## src/rtl/vga_timing_gen.sv

```systemverilog
// Raster timing generator: pixel-enabled h/v counters decoded into registered
// sync, display-enable, coordinate and line/frame tick outputs.
module vga_timing_gen #(
  parameter int H_ACTIVE = 640,
  parameter int H_FP     = 16,
  parameter int H_SYNC   = 96,
  parameter int H_BP     = 48,
  parameter int V_ACTIVE = 480,
  parameter int V_FP     = 10,
  parameter int V_SYNC   = 2,
  parameter int V_BP     = 33,
  parameter int H_POL    = 0,
  parameter int V_POL    = 0,
  parameter int CNT_W    = 10
) (
  input  logic             clk,
  input  logic             rst_n,
  input  logic             pix_ce,
  output logic             hsync,
  output logic             vsync,
  output logic             active,
  output logic [CNT_W-1:0] x,
  output logic [CNT_W-1:0] y,
  output logic             line_start,
  output logic             frame_start
);

  localparam int H_TOTAL = H_ACTIVE + H_FP + H_SYNC + H_BP;
  localparam int V_TOTAL = V_ACTIVE + V_FP + V_SYNC + V_BP;

  localparam logic [CNT_W-1:0] ZERO_C   = {CNT_W{1'b0}};
  localparam logic [CNT_W-1:0] ONE_C    = {{(CNT_W-1){1'b0}}, 1'b1};
  localparam logic [CNT_W-1:0] H_ACT_C  = CNT_W'(H_ACTIVE);
  localparam logic [CNT_W-1:0] H_SLO_C  = CNT_W'(H_ACTIVE + H_FP);
  localparam logic [CNT_W-1:0] H_SHI_C  = CNT_W'(H_ACTIVE + H_FP + H_SYNC);
  localparam logic [CNT_W-1:0] H_LAST_C = CNT_W'(H_TOTAL - 1);
  localparam logic [CNT_W-1:0] V_ACT_C  = CNT_W'(V_ACTIVE);
  localparam logic [CNT_W-1:0] V_SLO_C  = CNT_W'(V_ACTIVE + V_FP);
  localparam logic [CNT_W-1:0] V_SHI_C  = CNT_W'(V_ACTIVE + V_FP + V_SYNC);
  localparam logic [CNT_W-1:0] V_LAST_C = CNT_W'(V_TOTAL - 1);
  localparam logic             H_ASSERT_C = (H_POL != 0) ? 1'b1 : 1'b0;
  localparam logic             V_ASSERT_C = (V_POL != 0) ? 1'b1 : 1'b0;

  logic [CNT_W-1:0] h_cnt_r, v_cnt_r, x_r, y_r;
  logic [CNT_W-1:0] h_nxt_s, v_nxt_s;
  logic             hsync_r, vsync_r, active_r, line_start_r, frame_start_r;
  logic             hsync_s, vsync_s, active_s, h_zero_s, v_zero_s;

  // Next counter values: h wraps at end of line, v advances only on that wrap
  always_comb begin
    h_nxt_s = h_cnt_r;
    v_nxt_s = v_cnt_r;
    if (h_cnt_r == H_LAST_C) begin
      h_nxt_s = ZERO_C;
      if (v_cnt_r == V_LAST_C) begin
        v_nxt_s = ZERO_C;
      end else begin
        v_nxt_s = v_cnt_r + ONE_C;
      end
    end else begin
      h_nxt_s = h_cnt_r + ONE_C;
      v_nxt_s = v_cnt_r;
    end
  end

  // Decode of the current (pre-increment) position
  always_comb begin
    active_s = (h_cnt_r < H_ACT_C) && (v_cnt_r < V_ACT_C);
    hsync_s  = ((h_cnt_r >= H_SLO_C) && (h_cnt_r < H_SHI_C)) ? H_ASSERT_C : ~H_ASSERT_C;
    vsync_s  = ((v_cnt_r >= V_SLO_C) && (v_cnt_r < V_SHI_C)) ? V_ASSERT_C : ~V_ASSERT_C;
    h_zero_s = (h_cnt_r == ZERO_C);
    v_zero_s = (v_cnt_r == ZERO_C);
  end

  // Counters and output registers; ticks last exactly one clk after a pix_ce edge
  always_ff @(posedge clk or negedge rst_n) begin
    if (!rst_n) begin
      h_cnt_r       <= ZERO_C;
      v_cnt_r       <= ZERO_C;
      x_r           <= ZERO_C;
      y_r           <= ZERO_C;
      active_r      <= 1'b0;
      hsync_r       <= ~H_ASSERT_C;
      vsync_r       <= ~V_ASSERT_C;
      line_start_r  <= 1'b0;
      frame_start_r <= 1'b0;
    end else if (pix_ce) begin
      h_cnt_r       <= h_nxt_s;
      v_cnt_r       <= v_nxt_s;
      x_r           <= h_cnt_r;
      y_r           <= v_cnt_r;
      active_r      <= active_s;
      hsync_r       <= hsync_s;
      vsync_r       <= vsync_s;
      line_start_r  <= h_zero_s;
      frame_start_r <= h_zero_s && v_zero_s;
    end else begin
      line_start_r  <= 1'b0;
      frame_start_r <= 1'b0;
    end
  end

  assign x           = x_r;
  assign y           = y_r;
  assign active      = active_r;
  assign hsync       = hsync_r;
  assign vsync       = vsync_r;
  assign line_start  = line_start_r;
  assign frame_start = frame_start_r;

endmodule

```

## config.mk

```make
export PLATFORM = sky130hd
export DESIGN_NAME = vga_timing_gen
export DESIGN_NICKNAME = d
export VERILOG_FILES = /design/src/rtl/vga_timing_gen.sv
export SDC_FILE = /design/constraint.sdc
export NUM_CORES = 1
export LEC_CHECK = 0
export CORE_ASPECT_RATIO = 0.5
export CORE_MARGIN = 2
export CORE_UTILIZATION = 50
export DETAILED_ROUTE_END_ITERATION = 12
export PLACE_DENSITY = 0.74
export SYNTH_ARGS = -nofsm -noshare
export SYNTH_HDL_FRONTEND = slang
export SYNTH_SLANG_ARGS = --single-unit
```

## constraint.sdc

```tcl
create_clock -name clk -period 4.25 [get_ports clk]
set_input_delay 0.85 -clock clk [delete_from_list [all_inputs] [get_ports clk]]
set_output_delay 0.85 -clock clk [all_outputs]
set_load 0.01 [all_outputs]
```

## Word level (Yosys, flattened, before mapping)

Index checks and enable logic that the tools add are counted.

| operators by class | value |
|---|---|
| add/sub/neg operators | 2 |
| magnitude comparators | 6 |
| equality and inequality tests | 2 |
| mux-type cells | 6 |
| reduce and logical (&&, ||, !) cells | 7 |

Operators with widths:

| cell | number |
|---|---|
| $add A10 B1 Y10 const B | 2 |
| $eq A10 B10 Y1 const B | 2 |
| $logic_not A10 Y1 | 2 |
| $lt A10 B10 Y1 const B | 2 |
| $lt A10 B9 Y1 const B | 2 |
| $mux W10 | 2 |
| $ge A10 B10 Y1 const B | 1 |
| $ge A10 B9 Y1 const B | 1 |
| $logic_and A1 B1 Y1 | 4 |
| $mux W1 | 4 |
| $reduce_and A2 Y1 | 1 |

| storage, ports and cells | value |
|---|---|
| flip-flop bits (word level) | 45 |
| bits of input ports | 3 |
| output and inout bits | 25 |
| word-level logic and storage cells | 32 |

## Longest topological paths before layout

| depth | value |
|---|---|
| word-level depth | 3 |
| gate-level depth with buffers | 6 |
| gate-level depth less buffers | 5 |

## Worst setup path after synthesis

No wires, ideal clock.

| timing | value |
|---|---|
| path kind | input -> register |
| start | in pix_ce |
| end | reg v_cnt_r[7] |
| library setup time | 0.079 ns |
| arrival time | 2.000 ns |
| required time | 4.171 ns |
| slack | 2.171 ns |
| stages on the path | 6 |
| buffers on the path | 2 |
| path through | buf_2 > nand4_4 > or3_1 > buf_6 > nor3_4 > mux2i_1 |

| on the way | value |
|---|---|
| cells in the longest elaborated chain, start to end | 1 |

Ends and longest elaborated chain:

| what | RTL line | RTL |
|---|---|---|
| start, declared | 18 | `input logic pix_ce,` |
| $reduce_and A2 Y1 (no source line) | n/a |  |
| end signal, assigned | 89 | `v_cnt_r <= v_nxt_s;` |
| end, declared | 44 | `logic [CNT_W-1:0] h_cnt_r, v_cnt_r, x_r, y_r;` |

No other way between the ends.
A chain may end at the register's enable or synchronous reset.

## Final worst setup path

| timing | value |
|---|---|
| start | in pix_ce |
| end | reg v_cnt_r[9] |

Same word-level chain as after synthesis.

==> impl_metrics.py <==
metrics = {
    "sta": {
        "fmax_mhz": 409,
        "slew_viol_final": 0,
        "fin_skew_ps": 7.21,
        "setup_viol": 0,
        "tightestPinTransition_ps": 975,
        "post-route-period-util_pct": 57.5,
        "hold_violations": 0,
        "post-route-min-period_ps": 2440,
        "rsz0062_at_grt": "no",
        "fin_setup_tns_ps": 0,
        "relSlewSlack_pct": 35.0,
    },
    "hold_path": {
        "hold_path.class": "flop to flop",
        "worstHoldStart": "hsync",
        "holdPathStages": 2,
    },
    "setup_path": {
        "rrSetupSlack_ps": 2210,
        "crit_start": "pix_ce",
        "crit_end": "v_cnt_r[9]",
        "cp.required_ps": 4430,
        "worstPathMaxFanout": 8,
        "setup.worst_path.start_class": "primary input",
        "worstPathArrival_ps": 2630,
        "path_class": "primary input to flop",
        "rr_worst_depth": 5,
        "reg2reg_from": "h_cnt_r[0]",
        "reg2reg_to": "v_cnt_r[9]",
        "end_kind": "flop",
    },
    "global_routing": {
        "grt_usage_pct": 18.5,
        "grt_pass1_vias": 1368,
        "grt-ovfl-total": 0,
        "antenna_found_initial": 0,
        "grt_start_max_net_pins": 46,
        "grt_pass1_wl_mm": 6.51,
    },
    "synthesis": {
        "post-synth-top-area-cell": "dfrtp_1",
        "synth_top_area_share_pct": 52.2,
        "postSynthAreaPerCell_um2": 11.6,
        "synth_fp_nets": 184,
        "synth_area_leaders": "dfrtp_1 (52%), mux2_2 (11%), nand3_1 (2.9%)",
        "synth.distinct_cells": 37,
        "synth_area_um2": 2060,
        "ys_seq_area_share_pct": 54.8,
        "syn-instance-count": 177,
        "synth-seq-cells": 45,
        "synth_warnings": 0,
    },
    "finish": {
        "drive_above_1_share_pct": 18.4,
        "fin_cells": 260,
        "fin_nets": 212,
        "diodes": 0,
        "syn2layout_area_growth_pct": 19.9,
        "stdcell_area_um2": 2470,
        "fillers": 346,
        "multiInputGateArea_um2": 856,
        "seq_area_um2": 1130,
    },
    "pwr": {
        "combinationalPowerShare_pct": 16.6,
        "switching_share_pct": 26.7,
        "internal-power_uw": 743,
        "seqPwrFrac_pct": 52.4,
        "p_leak_uw": 0.00110,
        "p_sw_uw": 271,
        "peakVddDrop_uv": 168,
        "power_uw": 1010,
        "p_clk_share_pct": 31.0,
        "powerDensity_nw_per_um2": 410,
    },
    "run_status": {
        "status": "completed",
    },
    "clock_tree": {
        "ctsHoldBuffers": 0,
        "cts.repair.resized": 0,
        "htreeDepth": 2,
        "post-cts-setup-buffers": 0,
        "cts_buffer_depth": 2,
        "clk_pin_slew_ps": 80,
        "cts_made_buffers": 5,
        "clock-sinks": 45,
        "root_buffer": "clkbuf_8",
        "clk-insertion-delay-late_ps": 300,
        "tritoncts": "done",
    },
    "placed_design": {
        "placement.io_buffers": 27,
        "dpl-instance-area_um2": 2360,
        "gp_congestion": 0.892,
        "hpwl_mm": 2.58,
        "numPlacedInstances": 252,
    },
    "floorplanning": {
        "die_h_um": 49.4,
        "core_area_um2": 3920,
        "die_w_um": 94.8,
        "dieArea_um2": 4680,
        "num_rows": 16,
        "ios": 28,
        "initial_core_util_pct": 52.5,
    },
    "route": {
        "routed_via_density": 5.43,
        "drtAntennaViolNets": 0,
        "first_pass_iters": 4,
        "num_vias": 1412,
        "avgRoutedWirePerCell_um": 14.4,
        "wirelength_mm": 3.74,
        "drt_iter0_markers": 74,
        "drc": 0,
    },
    "run": {
        "cap_violations": 0,
    },
}
## registers in the layout, indices dropped and copies added, names as in the netlist
register / flops
h_cnt_r: 10
v_cnt_r: 10
x: 10
y: 10
active: 1
frame_start: 1
hsync: 1
line_start: 1
vsync: 1
## worst max-delay path, stage by stage
cell and delay [ps]:
clkdlybuf4s50_1 520, nand4_4 170, nor3_1 770, and2_1 250
a2bb2oi_2 60
## synthesized netlist by cell type, drive strengths merged
cell / instances
nor2: 8
nand3b: 1
xnor2: 5
buf: 6
a21o: 2
nor3: 5
and4b: 1
mux2i: 3
and4: 1
and3: 3
or3: 1
nand4b: 3
nand2: 12
dfrtp: 43
or2: 3
nand3: 12
ha: 4
dfstp: 2
inv: 10
nor4: 4
mux2: 20
a2bb2oi: 1
o21ai: 10
nand4: 3
xor2: 4
and2: 2
nor4b: 2
clkbuf: 1
a21oi: 4
o41ai: 1
## placed cells by master (no fill, tap or decap), types with 3 or more instances in the layout
cell type / instances
a21oi_1: 4
and3_1: 3
clkbuf_8: 5
clkdlybuf4s50_1: 26
dfrtp_1: 43
ha_1: 4
inv_1: 10
mux2_2: 20
mux2i_1: 3
nand2_1: 12
nand3_1: 12
nand4b_1: 3
nor2_1: 8
nor3_1: 3
nor4_1: 4
o21ai_0: 10
xnor2_1: 5
xor2_1: 4
## logic make-up (layout without fill, tap and decap cells)
logic type / count (synthesis) / count (layout) / share of synthesized area [%]
mux: 23 / 23 / 12.4
simple gates: 61 / 61 / 17.6
flops: 45 / 45 / 54.8
compound gates: 18 / 18 / 5.29
buf+inv: 17 / 46 / 3.65
xor+xnor: 9 / 9 / 3.83
fa+ha+maj: 4 / 4 / 2.43
## layout make-up
cell class	count	share of cell area, %
flip-flops and latches	45	45.7
repair buffers	28	11.0
multi-input cells	115	34.7
clock inverters	2	1.42
clock buffers	6	2.94
well taps	54	2.74
inverters	10	1.52
## power by group through the flow
stage	Sequential [uW]	Clock, uW	Combinational [uW]
3_5_place_dp	539	0	169
5_1_grt	542	337	185
3_3_place_gp	538	0	167
6_report	531	315	168
2_1_floorplan	532	0	97.2
4_1_cts	532	321	170
## worst min-delay path by stage
| stage | to |
|---|---|
| finish | hsync |
| global route | y[6] |
| CTS | vsync |
| detailed placement | vsync |
| global placement | hsync |
| floorplan | v_cnt_r[8] |
## metal layers
layer	wire (um)	track usage, %
met4	67	6.76
met3	161	5.41
met5	0	0
met1	1840	26.9
met2	1660	26.2
## metrics by stage
step | util (%) | hold slack, ps | worst slack, ps
after floorplan | - | 482 | 2170
after global placement | 60.2 | 483 | 1570
after detailed placement | 60.2 | 482 | 1520
after CTS | 62.9 | 496 | 1830
after global routing | 62.9 | 531 | 1690
final | 62.9 | 498 | 1810
No activity file was read; power rests on OpenSTA's default activity.
